**config.mk**
```make
export PLATFORM = sky130hd
export DESIGN_NAME = loopyv_pipe_stage_flat
export DESIGN_NICKNAME = d
export VERILOG_FILES = /design/src/rtl/loopyv_pipe_stage_if.sv /design/src/rtl/loopyv_pipe_stage.sv /design/src/flat_wrapper.sv
export SDC_FILE = /design/constraint.sdc
export NUM_CORES = 1
export LEC_CHECK = 0
export CORE_MARGIN = 8
export CORE_UTILIZATION = 50
export CTS_CLUSTER_DIAMETER = 50
export CTS_CLUSTER_SIZE = 40
export DETAILED_ROUTE_END_ITERATION = 12
export PLACE_DENSITY_LB_ADDON = 0.15
export SYNTH_ARGS = -nofsm -noshare
export SYNTH_HDL_FRONTEND = slang
export SYNTH_SLANG_ARGS = --single-unit
```
**constraint.sdc**
```tcl
create_clock -name clk -period 1.9 [get_ports clk]
set_input_delay 0.285 -clock clk [delete_from_list [all_inputs] [get_ports clk]]
set_output_delay 0.285 -clock clk [all_outputs]
set_load 0.02 [all_outputs]
```
**src/rtl/loopyv_pipe_stage_if.sv**
```systemverilog
// Handshake bundle for one loopyv pipeline stage: upstream/downstream payload
// handshake plus flush, occupancy and stall statistics.
interface loopyv_pipe_stage_if #(
    parameter int DATA_WIDTH = 32,
    parameter int CNT_WIDTH  = 16
);
    logic                  inValid;
    logic [DATA_WIDTH-1:0] inData;
    logic                  inReady;
    logic                  outValid;
    logic [DATA_WIDTH-1:0] outData;
    logic                  outReady;
    logic                  flush;
    logic [1:0]            occupancy;
    logic [CNT_WIDTH-1:0]  stallCount;
    logic                  statClear;

    modport master (
        output inValid, inData, outReady, flush, statClear,
        input  inReady, outValid, outData, occupancy, stallCount
    );

    modport slave (
        input  inValid, inData, outReady, flush, statClear,
        output inReady, outValid, outData, occupancy, stallCount
    );
endinterface

```
**src/rtl/loopyv_pipe_stage.sv**
```systemverilog
// Valid/ready pipeline register with optional skid entry, synchronous flush
// and a saturating downstream back-pressure counter.
module loopyv_pipe_stage #(
    parameter int DATA_WIDTH = 32,
    parameter int SKID_EN    = 1,
    parameter int CNT_WIDTH  = 16
) (
    input logic clk,
    input logic rst_n,
    loopyv_pipe_stage_if.slave bus
);
    typedef enum logic [1:0] {EMPTY = 2'd0, FULL = 2'd1, SKID = 2'd2} state_t;

    state_t                state, state_nxt;
    logic [DATA_WIDTH-1:0] main_q, skid_q;
    logic [CNT_WIDTH-1:0]  stall_q;
    logic                  in_ready, out_valid, in_fire, out_fire;
    logic                  load_main, load_skid, main_from_skid;

    // With the skid entry, inReady comes from state alone so outReady never
    // reaches the upstream ready path.
    assign in_ready  = (SKID_EN != 0) ? (state != SKID)
                                      : ((state == EMPTY) || bus.outReady);
    assign out_valid = (state != EMPTY);
    assign in_fire   = bus.inValid && in_ready;
    assign out_fire  = out_valid && bus.outReady;

    always_comb begin
        state_nxt      = state;
        load_main      = 1'b0;
        load_skid      = 1'b0;
        main_from_skid = 1'b0;
        case (state)
            EMPTY: if (in_fire) begin
                state_nxt = FULL;
                load_main = 1'b1;
            end
            FULL: begin
                if (in_fire && out_fire) begin
                    load_main = 1'b1;
                end else if (in_fire && (SKID_EN != 0)) begin
                    state_nxt = SKID;
                    load_skid = 1'b1;
                end else if (out_fire) begin
                    state_nxt = EMPTY;
                end
            end
            SKID: if (out_fire) begin
                state_nxt      = FULL;
                main_from_skid = 1'b1;
            end
            default: state_nxt = EMPTY;
        endcase
        // Flush kills every entry but leaves the data registers untouched.
        if (bus.flush) begin
            state_nxt      = EMPTY;
            load_main      = 1'b0;
            load_skid      = 1'b0;
            main_from_skid = 1'b0;
        end
    end

    always_ff @(posedge clk or negedge rst_n) begin
        if (!rst_n) begin
            state  <= EMPTY;
            main_q <= '0;
            skid_q <= '0;
        end else begin
            state <= state_nxt;
            if (load_main)           main_q <= bus.inData;
            else if (main_from_skid) main_q <= skid_q;
            if (load_skid)           skid_q <= bus.inData;
        end
    end

    always_ff @(posedge clk or negedge rst_n) begin
        if (!rst_n) begin
            stall_q <= '0;
        end else if (bus.statClear) begin
            stall_q <= '0;
        end else if (out_valid && !bus.outReady && !bus.flush && (stall_q != '1)) begin
            stall_q <= stall_q + 1'b1;
        end
    end

    always_comb begin
        case (state)
            FULL:    bus.occupancy = 2'd1;
            SKID:    bus.occupancy = 2'd2;
            default: bus.occupancy = 2'd0;
        endcase
    end

    assign bus.inReady    = in_ready;
    assign bus.outValid   = out_valid;
    assign bus.outData    = main_q;
    assign bus.stallCount = stall_q;
endmodule

```
**src/flat_wrapper.sv**
```systemverilog
// flat-port wrapper written by rule: the top's interface ports become plain ports
module loopyv_pipe_stage_flat 
#(
    parameter int DATA_WIDTH = 32,
    parameter int SKID_EN    = 1,
    parameter int CNT_WIDTH  = 16
)
  (clk, rst_n, bus_inValid, bus_inData, bus_outReady, bus_flush, bus_statClear, bus_inReady, bus_outValid, bus_outData, bus_occupancy, bus_stallCount);
  loopyv_pipe_stage_if #(.DATA_WIDTH(DATA_WIDTH), .CNT_WIDTH(CNT_WIDTH)) bus_i ();
  input logic clk;
  input logic rst_n;
  input wire logic [$bits(bus_i.inValid)-1:0] bus_inValid;
  input wire logic [$bits(bus_i.inData)-1:0] bus_inData;
  input wire logic [$bits(bus_i.outReady)-1:0] bus_outReady;
  input wire logic [$bits(bus_i.flush)-1:0] bus_flush;
  input wire logic [$bits(bus_i.statClear)-1:0] bus_statClear;
  output wire logic [$bits(bus_i.inReady)-1:0] bus_inReady;
  output wire logic [$bits(bus_i.outValid)-1:0] bus_outValid;
  output wire logic [$bits(bus_i.outData)-1:0] bus_outData;
  output wire logic [$bits(bus_i.occupancy)-1:0] bus_occupancy;
  output wire logic [$bits(bus_i.stallCount)-1:0] bus_stallCount;
  assign bus_i.inValid = bus_inValid;
  assign bus_i.inData = bus_inData;
  assign bus_i.outReady = bus_outReady;
  assign bus_i.flush = bus_flush;
  assign bus_i.statClear = bus_statClear;
  assign bus_inReady = bus_i.inReady;
  assign bus_outValid = bus_i.outValid;
  assign bus_outData = bus_i.outData;
  assign bus_occupancy = bus_i.occupancy;
  assign bus_stallCount = bus_i.stallCount;
  loopyv_pipe_stage #(.DATA_WIDTH(DATA_WIDTH), .SKID_EN(SKID_EN), .CNT_WIDTH(CNT_WIDTH)) u_core (.clk(clk), .rst_n(rst_n), .bus(bus_i));
endmodule
```
==> reports/metrics.cfg <==
[cts]
cts_tree = yes
clkTransAtPathRegs_ps = 80
cts-htree-levels = 3
numCtsBuffers = 9
root_buffer = clkbuf_8
cts.sinks = 82
clk_latency_ps = 350
clockBufferDepth = 2

[outcome]
status = complete, no violations

[critical_path]
cp_data_required_time_ps = 1620
rr_endpoint = u_core.bus.stallCount[1]
worstReg2RegStart = u_core.bus.stallCount[0]
crit_family = buffers and inverters
crit_chain = clkdlybuf4s50_1
startpoint_type = register
critPathArrivalTime_ps = 1510
max_stage_delay_ps = 660
ff2ff_path_depth = 7
r2r_slack_ps = 120
endpoint_kind = primary output
path_max_fanout = 7
critPathSlowestCell = clkdlybuf4s50_1
path_buf_inv = 1
path_class = register to primary output

[layout]
nets = 471
multi_input_area_mm2 = 0.00164
drive_above_1_share_pct = 17.2
fillers = 572
postLayoutCoreUtil_pct = 71.0
ff_latch_area_mm2 = 0.00205
antenna_cells = 0
area_delta_synth_final_pct = 36.8
final_cells = 536

[route]
drt_wl_total_mm = 8.74
drcViolationCount = 0
via_per_inst = 5.31
vias = 2844
wl_per_cell_um = 16.3
ant_nets = 0
detail_route.iter0.violations = 75
drt_first_pass_iters = 4

[sta]
slew_viol_final = 0
hold_viol = 0
grt_setup_unrepaired = false
setup_violations = 0
timing.clock.skew_ps = 6.60
fmax_ghz = 0.557
fin_hold_ws_ps = 362
worst_pin_slew_ps = 528
min_period_ps = 1800
finalCritPeriodShare_pct = 94.5
maxSlewHeadroom_pct = 64.7

[synthesis]
syn_avg_cell_area_um2 = 11.7
synth-compound-area-share_pct = 9.12
synth_warnings = 0
synth_xor_area_share_pct = 0
synth.most_common_cell = dfrtp_1
synthTopCellsByArea = dfrtp_1, mux2i_1, mux2_2
synth_edf_count = 0
synth_area_mm2 = 0.00379
synthAdderAreaFrac_pct = 0.330
synth_nets = 363
synthFlopType = dfrtp_1
ys_seq_area_share_pct = 54.2
yosys_register_bits = 82
synth_cells = 324
synthSimpleGateAreaFrac_pct = 13.8
synth.distinct_cells = 44
synthMuxAreaShare_pct = 19.4
netlist.area_leader.share_pct = 54.2
yosysTopAreaCell = dfrtp_1
synth_common_cells = dfrtp_1, a21oi_1, nor2_1
synthArstFlopShare_pct = 100
synth_top_family_by_area = multiplexers

[power_and_ir_drop]
power.switching_w = 0.00128
p_int_w = 0.00330
clock_power_share_pct = 28.8
p_per_area_mw_per_mm2 = 885
power_frac_seq_pct = 49.0
swShare_pct = 28.0
p_comb_share_pct = 22.1
leakage_nw = 2.11
peakVddDrop_uv = 637

[grt]
grt_usage_pct = 17.8
antenna_found_initial = 0
grt_pass1_vias = 2985
grt_overflow = 0
grt_first_pass_wirelength_mm = 14.6
grt_max_degree = 43

[run]
maxCapViolations = 0

[floorplanning]
io_pins = 90
die_y_um = 103
row_count = 31
start_util_pct = 51.9
die_area_mm2 = 0.0106
core_area_mm2 = 0.00729
die_w_um = 103

[place]
gp_congestion = 0.771
hpwl_mm = 6.35
dp_cells = 517
numPortBuffers = 89

[hold_path]
hp-class = primary input to async pin

-- state kept, by name, indices dropped and copies added, names as in the netlist --
| register | cells |
|---|---|
| u_core.bus.outData | 32 |
| u_core.bus.stallCount | 16 |
| u_core.skid_q | 32 |
| u_core.state | 2 |
-- placed cells by master (no fill, tap or decap), types with 2 or more instances in the layout --
cell type,count
a21oi_1,42
a41oi_1,2
and3_1,2
and4_1,2
buf_12,4
buf_4,22
clkbuf_8,11
clkdlybuf4s50_1,84
clkinvlp_4,3
dfrtp_1,82
dlygate4sd2_1,4
inv_1,6
mux2_1,16
mux2_2,20
mux2i_1,33
nand2_1,2
nand2b_1,2
nand3_1,4
nand4_2,2
nor2_1,41
nor2b_1,4
nor3_1,3
nor3b_1,2
nor4_1,4
o21ai_0,5
o31ai_1,4
or3_1,4
or4_1,3
-- layer usage --
layer / global-route usage (%) / routed length (µm) / vias up
li1: - / - / 1384
met5: 0 / 0 / -
met1: 21.7 / 3740 / 1378
met2: 28.5 / 4300 / 72
met3: 6.68 / 610 / 10
met4: 5.12 / 88 / 0
-- per-stage QoR --
step / setup WS [ps] / power, W / setup TNS, ps / instance area (µm²)
4_1_cts: 49.4 / 0.00464 / 0 / 5160
6_report: 105 / 0.00458 / 0 / 5180
5_1_grt: 27.3 / 0.00481 / 0 / 5180
2_1_floorplan: 46.3 / 0.00277 / 0 / 3790
3_3_place_gp: -8.11 / 0.00327 / -64.9 / 4940
3_5_place_dp: -74.1 / 0.00331 / -959 / 4940
-- worst max-delay path by stage --
stage | start | to | slack (ps) | cells past startpoint
final | u_core.bus.stallCount[2] | bus_stallCount[2] | 100 | 1
after global routing | u_core.bus.stallCount[3] | u_core.bus.stallCount[13] | 30 | 4
after CTS | u_core.bus.stallCount[1] | u_core.bus.stallCount[7] | 50 | 5
after detailed placement | bus_flush | u_core.bus.outData[27] | -70 | 6
after global placement | bus_inValid | u_core.skid_q[6] | -8 | 5
after floorplan | u_core.bus.stallCount[0] | u_core.bus.stallCount[7] | 50 | 6
-- area by class of cell --
class	count	area share, %
inverter	6	0.435
sequential	82	39.6
timing repair buffer	115	21.8
clock buffer	11	2.92
clock inverter	5	1.18
tap	99	2.39
multi-input combinational	218	31.6
-- logic make-up (layout without fill, tap and decap cells) --
family,after synthesis,in the layout
mux,69,69
fa+ha+maj,1,1
compound gates,59,59
flops,82,82
buf+inv,24,137
simple gates,89,89
-- what timing repair did --
item                                    4_1_cts  5_1_grt
hold buffers                                  1        0
hold endpoints to repair                     20        0
endpoints found under the setup margin        4        5
resized for setup                             4        1
buffers inserted                              0        2
pin swaps                                     0        1
-- power by group through the flow --
stage / combinational, W / sequential, W / clock (W)
global route: 0.00110 / 0.00229 / 0.00142
floorplan: 0.000373 / 0.00239 / 0
CTS: 0.00103 / 0.00225 / 0.00135
finish: 0.00101 / 0.00225 / 0.00132
detailed placement: 0.00103 / 0.00228 / 0
global placement: 0.00100 / 0.00226 / 0
Power figures use the tool's default switching activity.
